## src/rtl/note_player_pkg.sv

```systemverilog
// Shared definitions for the note player: state encoding, default widths,
// the rest-note code and the top-octave tuning table used by the frequency ROM.
package note_player_pkg;

  localparam int BEAT_W_DEF  = 6;
  localparam int STEP_W_DEF  = 20;
  localparam int NOTE_W      = 6;
  localparam int PHASE_OUT_W = 10;

  localparam logic [NOTE_W-1:0] REST_NOTE = 6'd0;

  typedef enum logic [1:0] {
    ST_IDLE   = 2'd0,
    ST_LOAD   = 2'd1,
    ST_COUNT  = 2'd2,
    ST_FINISH = 2'd3
  } state_e;

  // Phase steps for the highest octave (A = 1760 Hz at 48 kHz, 20-bit phase);
  // lower octaves are obtained by right shifts.
  function automatic logic [16:0] top_octave_step(input logic [3:0] semi);
    logic [16:0] s;
    case (semi)
      4'd0:    s = 17'd38448;
      4'd1:    s = 17'd40734;
      4'd2:    s = 17'd43156;
      4'd3:    s = 17'd45722;
      4'd4:    s = 17'd48441;
      4'd5:    s = 17'd51322;
      4'd6:    s = 17'd54373;
      4'd7:    s = 17'd57607;
      4'd8:    s = 17'd61032;
      4'd9:    s = 17'd64662;
      4'd10:   s = 17'd68506;
      default: s = 17'd72580;
    endcase
    return s;
  endfunction

endpackage

```

## src/rtl/note_player_rom.sv

```systemverilog
// Frequency ROM: note index in, phase-accumulator step out, one registered
// cycle of latency. Note 1 is the lowest A; each 12 notes up doubles the step.
module frequency_rom
  import note_player_pkg::*;
#(
  parameter int STEP_W = STEP_W_DEF
) (
  input  logic              clk,
  input  logic              reset,
  input  logic [NOTE_W-1:0] note_i,
  output logic [STEP_W-1:0] step_o
);

  logic [NOTE_W-1:0] note_m1;
  logic [3:0]        semi;
  logic [2:0]        octave;
  logic [STEP_W-1:0] step_d;
  logic [STEP_W-1:0] step_q;

  always_comb begin
    note_m1 = note_i - 6'd1;
    semi    = 4'(note_m1 % 6'd12);
    octave  = 3'(note_m1 / 6'd12);
    if (note_i == REST_NOTE) begin
      step_d = '0;
    end else begin
      step_d = STEP_W'(top_octave_step(semi)) >> (3'd5 - octave);
    end
  end

  always_ff @(posedge clk or negedge reset) begin
    if (!reset) begin
      step_q <= '0;
    end else begin
      step_q <= step_d;
    end
  end

  assign step_o = step_q;

endmodule

```

## src/rtl/note_player.sv

```systemverilog
// Plays one song entry: counts its duration in beats, drives a phase
// accumulator for a downstream sine lookup, and pulses when the entry ends.
module note_player
  import note_player_pkg::*;
#(
  parameter int BEAT_W = BEAT_W_DEF,
  parameter int STEP_W = STEP_W_DEF
) (
  input  logic                   clk,
  input  logic                   reset,
  input  logic                   play_enable,
  input  logic                   load_new_note,
  input  logic [NOTE_W-1:0]      note,
  input  logic [BEAT_W-1:0]      duration,
  input  logic                   waiting,
  input  logic                   beat,
  input  logic                   generate_next_sample,
  output logic                   note_done,
  output logic                   done_waiting,
  output logic [PHASE_OUT_W-1:0] sample_phase,
  output logic                   busy,
  output state_e                 dbg_state_o
);

  state_e            state_q, state_d;
  logic [BEAT_W-1:0] count_q, count_d;
  logic              waiting_q, waiting_d;
  logic [STEP_W-1:0] step_q, step_d;
  logic [STEP_W-1:0] phase_q, phase_d;
  logic [STEP_W-1:0] rom_step;
  logic              beat_en;

  // The ROM samples the note input every cycle, so its output during LOAD
  // reflects the note presented with the load strobe.
  frequency_rom #(.STEP_W(STEP_W)) u_rom (
    .clk    (clk),
    .reset  (reset),
    .note_i (note),
    .step_o (rom_step)
  );

  assign beat_en = beat && play_enable;

  always_ff @(posedge clk or negedge reset) begin
    if (!reset) begin
      state_q   <= ST_IDLE;
      count_q   <= '0;
      waiting_q <= 1'b0;
      step_q    <= '0;
      phase_q   <= '0;
    end else begin
      state_q   <= state_d;
      count_q   <= count_d;
      waiting_q <= waiting_d;
      step_q    <= step_d;
      phase_q   <= phase_d;
    end
  end

  always_comb begin
    state_d = state_q;
    unique case (state_q)
      ST_IDLE:   state_d = ST_IDLE;
      ST_LOAD:   state_d = ST_COUNT;
      ST_COUNT: begin
        if (count_q == '0) begin
          state_d = ST_FINISH;
        end else if (beat_en && count_q == BEAT_W'(1)) begin
          state_d = ST_FINISH;
        end
      end
      ST_FINISH: state_d = ST_IDLE;
      default:   state_d = ST_IDLE;
    endcase
    // A new entry always wins, including over the terminal beat.
    if (load_new_note) begin
      state_d = ST_LOAD;
    end
  end

  always_comb begin
    count_d   = count_q;
    waiting_d = waiting_q;
    step_d    = step_q;
    phase_d   = phase_q;
    if (load_new_note) begin
      count_d   = duration;
      waiting_d = waiting;
    end else if (state_q == ST_COUNT && beat_en && count_q != '0) begin
      count_d = count_q - BEAT_W'(1);
    end
    if (state_q == ST_LOAD && !load_new_note && !waiting_q) begin
      step_d = rom_step;
    end
    if (generate_next_sample && play_enable) begin
      phase_d = phase_q + step_q;
    end
  end

  always_comb begin
    note_done    = (state_q == ST_FINISH) && !waiting_q;
    done_waiting = (state_q == ST_FINISH) && waiting_q;
    busy         = (state_q == ST_LOAD) || (state_q == ST_COUNT);
    sample_phase = phase_q[STEP_W-1 -: PHASE_OUT_W];
    dbg_state_o  = state_q;
  end

endmodule

```

## config.mk

```make
export PLATFORM = sky130hd
export DESIGN_NAME = note_player
export DESIGN_NICKNAME = d
export VERILOG_FILES = /design/src/rtl/note_player_pkg.sv /design/src/rtl/note_player_rom.sv /design/src/rtl/note_player.sv
export SDC_FILE = /design/constraint.sdc
export NUM_CORES = 1
export LEC_CHECK = 0
export CAP_MARGIN = 20
export CORE_ASPECT_RATIO = 1.2
export CORE_MARGIN = 2
export CORE_UTILIZATION = 55
export CTS_BUF_LIST = sky130_fd_sc_hd__clkbuf_4 sky130_fd_sc_hd__clkbuf_8
export DETAILED_ROUTE_END_ITERATION = 6
export PLACE_DENSITY = 0.84
export SETUP_SLACK_MARGIN = 0.15
export SLEW_MARGIN = 20
export SYNTH_ARGS = -nofsm -noshare
export SYNTH_HDL_FRONTEND = slang
export SYNTH_SLANG_ARGS = --single-unit
```

## constraint.sdc

```tcl
create_clock -name clk -period 3.1 [get_ports clk]
set_input_delay 0.62 -clock clk [delete_from_list [all_inputs] [get_ports clk]]
set_output_delay 0.62 -clock clk [all_outputs]
set_load 0.02 [all_outputs]
```

==> results.toml <==
[status]
status = "finished clean"

[synthesis]
synth-simple-area-share_pct = 16.8
avgSynthCellArea_um2 = 8.81
synth_top_family_by_area = "compound AO/OA/AOI/OAI gates"
synth_fa_ha_area_share_pct = 8.35
yosysWarnings = 0
syn-cell-area_um2 = 4890
synth_edf_count = 0
syn_nets = 606
synthArstFlopShare_pct = 100
muxShareOfSynthArea_pct = 5.45
synthesis.instances = 555
synth_seq_cells = 63
synth_area_leaders = "dfrtp_1 32%, ha_1 7.9%, o21ai_0 4.8%, nand2_1 4.2%, mux2_2 4.1%"
synth-xor-area-share_pct = 3.76
yosysTopAreaCell = "dfrtp_1"
synth_compound_area_share_pct = 27.0
synth_top_flop_cell = "dfrtp_1"
synth_cell_type_count = 82
yosysSeqAreaShare_pct = 32.3
synth_top_area_share_pct = 32.3

[final_layout]
final_nets = 691
area_delta_synth_final_pct = 24.7
final_common_cell = "buf_4"
fin_util_pct = 70.8
fin_cells = 762
diodes = 0
drive_gt1_share_pct = 23.1
fillCellCount = 651
multi_input_area_um2 = 3090
layout.area.seq_um2 = 1580
layout_common_cells = "80 x buf_4, 63 x dfrtp_1, 55 x nand2_1"

[worst_setup_path]
cp-end-kind = "register"
critPathRequiredTime_ps = 3320
cp-start-kind = "primary input"
crit_arrival_ps = 3150
path_class = "primary input to register"
cp_max_fo = 21

[floorplan]
dieHeight_um = 107
core_area_um2 = 8610
die_w_um = 90.1
start_util_pct = 56.8
die-area_um2 = 9660
boundaryPins = 34
rows = 37

[power_and_ir_drop]
p_leak_nw = 2.67
pwr_density_cell_nw_per_um2 = 757
peakVddDrop_v = 0.000289

[sta]
finalCriticalPeriod_ps = 2930
skew_ps = 7.47
fmax_mhz = 341
worst_slack_ps = 169
post-route-period-util_pct = 94.5
hold_viol = 0
holdWs_ps = 336
relSlewSlack_pct = 48.5
fin_setup_tns_ps = 0
rsz0062_at_grt = "yes"
finalSetupViolations = 0
finalMaxSlewViolations = 0
worstMarginPinSlew_ps = 773

[cts]
clk_pin_slew_worst_paths_ps = 70
cts_hold_buf = 0
cts-htree-levels = 3
root_buffer = "clkbuf_8"
clock_path_buffers = 2
clock-sinks = 63
insertion_delay_ps = 350
numCtsBuffers = 9
cts_tree = "done"

[grt]
grt-ovfl-total = 0
grt_pass1_wl_mm = 21.2
grt_usage_pct = 26.8
antenna_found_initial = 0
grt_pass1_vias = 4653
grt_max_degree = 37

[drt]
dr.pass1.iters = 5
drc = 0
wl_mm = 12.9
ant_nets = 0
dr_total_vias = 4736
routedWlPerCell_um = 16.9
vias_per_cell = 6.22
drt_iter0_drc = 383

[worst_hold_path]
hold_class = "primary input to async pin"

[place]
post-place-cells = 745
preCtsSetupSlack_ps = -318
place.gp.congestion = 0.945
io_buffers = 33
dp_hpwl_mm = 9.63

[flow_run]
drv_cap = 0
-- per-stage QoR --
stage / cell area, um^2 / power, mW
finish: 6090 / 4.61
global route: 6090 / 4.94
global placement: 5800 / 3.57
CTS: 6050 / 4.57
detailed placement: 5800 / 3.71
floorplan: 4940 / 3.07
-- sequential cells by signal (all words and copies together), names as in the netlist --
name / cells
u_rom.step_o: 17
step_q: 17
count_q: 6
dbg_state_o: 2
phase_q: 20
waiting_q: 1
-- layer usage --
layer / global-route usage [%] / part of all wire [%]
met2: 49.4 / 53
met1: 30.3 / 39
met4: 13.3 / 4.1
met5: 0 / 0
met3: 3.99 / 4.6
-- timing repair --
item | CTS | global route
pin swaps | 4 | 1
endpoints found under the hold margin | 0 | 0
resized for setup | 8 | 9
setup buffers | 1 | 0
endpoints found under the setup margin | 12 | 13
-- report_power, final --
part | internal [mW] | total [mW] | switching (mW)
clock network | 0.495 | 0.816 | 0.322
logic | 1.12 | 2.47 | 1.35
registers | 1.12 | 1.33 | 0.208
-- synthesized netlist by cell type (all sizes together), types with 3 or more instances --
| cell type | count |
|---|---|
| dfrtp | 63 |
| o21ai | 56 |
| nand2 | 55 |
| a21oi | 34 |
| ha | 31 |
| buf | 29 |
| nor2 | 27 |
| inv | 20 |
| nor3 | 20 |
| mux2 | 18 |
| xnor2 | 15 |
| nand3 | 14 |
| clkbuf | 13 |
| a21o | 10 |
| o22ai | 10 |
| o21bai | 7 |
| and3 | 6 |
| mux2i | 6 |
| nand2b | 6 |
| nor2b | 6 |
| o21a | 6 |
| o311ai | 6 |
| xor2 | 6 |
| a211oi | 5 |
| a31oi | 5 |
| nor3b | 5 |
| nor4 | 5 |
| o211ai | 5 |
| and2 | 4 |
| nand4 | 4 |
| o221ai | 4 |
| o31ai | 4 |
| o32ai | 4 |
| or3 | 4 |
| a311o | 3 |
| o2111ai | 3 |
-- cell families (layout without fill, tap and decap cells) --
group | count (synthesis) | in the layout
compound gates | 188 | 188
xor+xnor | 21 | 21
fa+ha+maj | 32 | 32
buf+inv | 62 | 152
flops | 63 | 63
mux | 24 | 24
other cells | 1 | 1
simple gates | 164 | 164
-- path summary, 6_finish.rpt --
path | startpoint | end | slack, ps | cells after the start
worst max-delay path | note[4] | u_rom.step_o[5] | 170 | 11
worst min register to register | u_rom.step_o[1] | step_q[1] | 470 | 2
min in group clk | u_rom.step_o[1] | step_q[1] | 470 | 2
max in group asynchronous | reset | step_q[13] | 2040 | 2
worst max register to register | step_q[0] | phase_q[18] | 350 | 11
worst min-delay path | reset | count_q[2] | 340 | 1
-- final cells by class --
cell class | instances | area share [%]
Multi-Input combinational cell | 430 | 50.7
Sequential cell | 63 | 25.9
Timing Repair Buffer | 116 | 16.0
Clock buffer | 11 | 2.48
Tap cell | 117 | 2.40
Clock inverter | 5 | 1.31
Inverter | 20 | 1.23
-- critical path, cell delays in order --
cell	delay, ps
clkdlybuf4s50_1	440
buf_12	170
and4bb_1	220
o221a_1	280
o21a_2	260
buf_4	150
o211ai_1	250
a21oi_2	120
o32ai_2	310
and2_0	230
o32ai_2	100
Note: power is estimated with default switching activity, not from simulation.
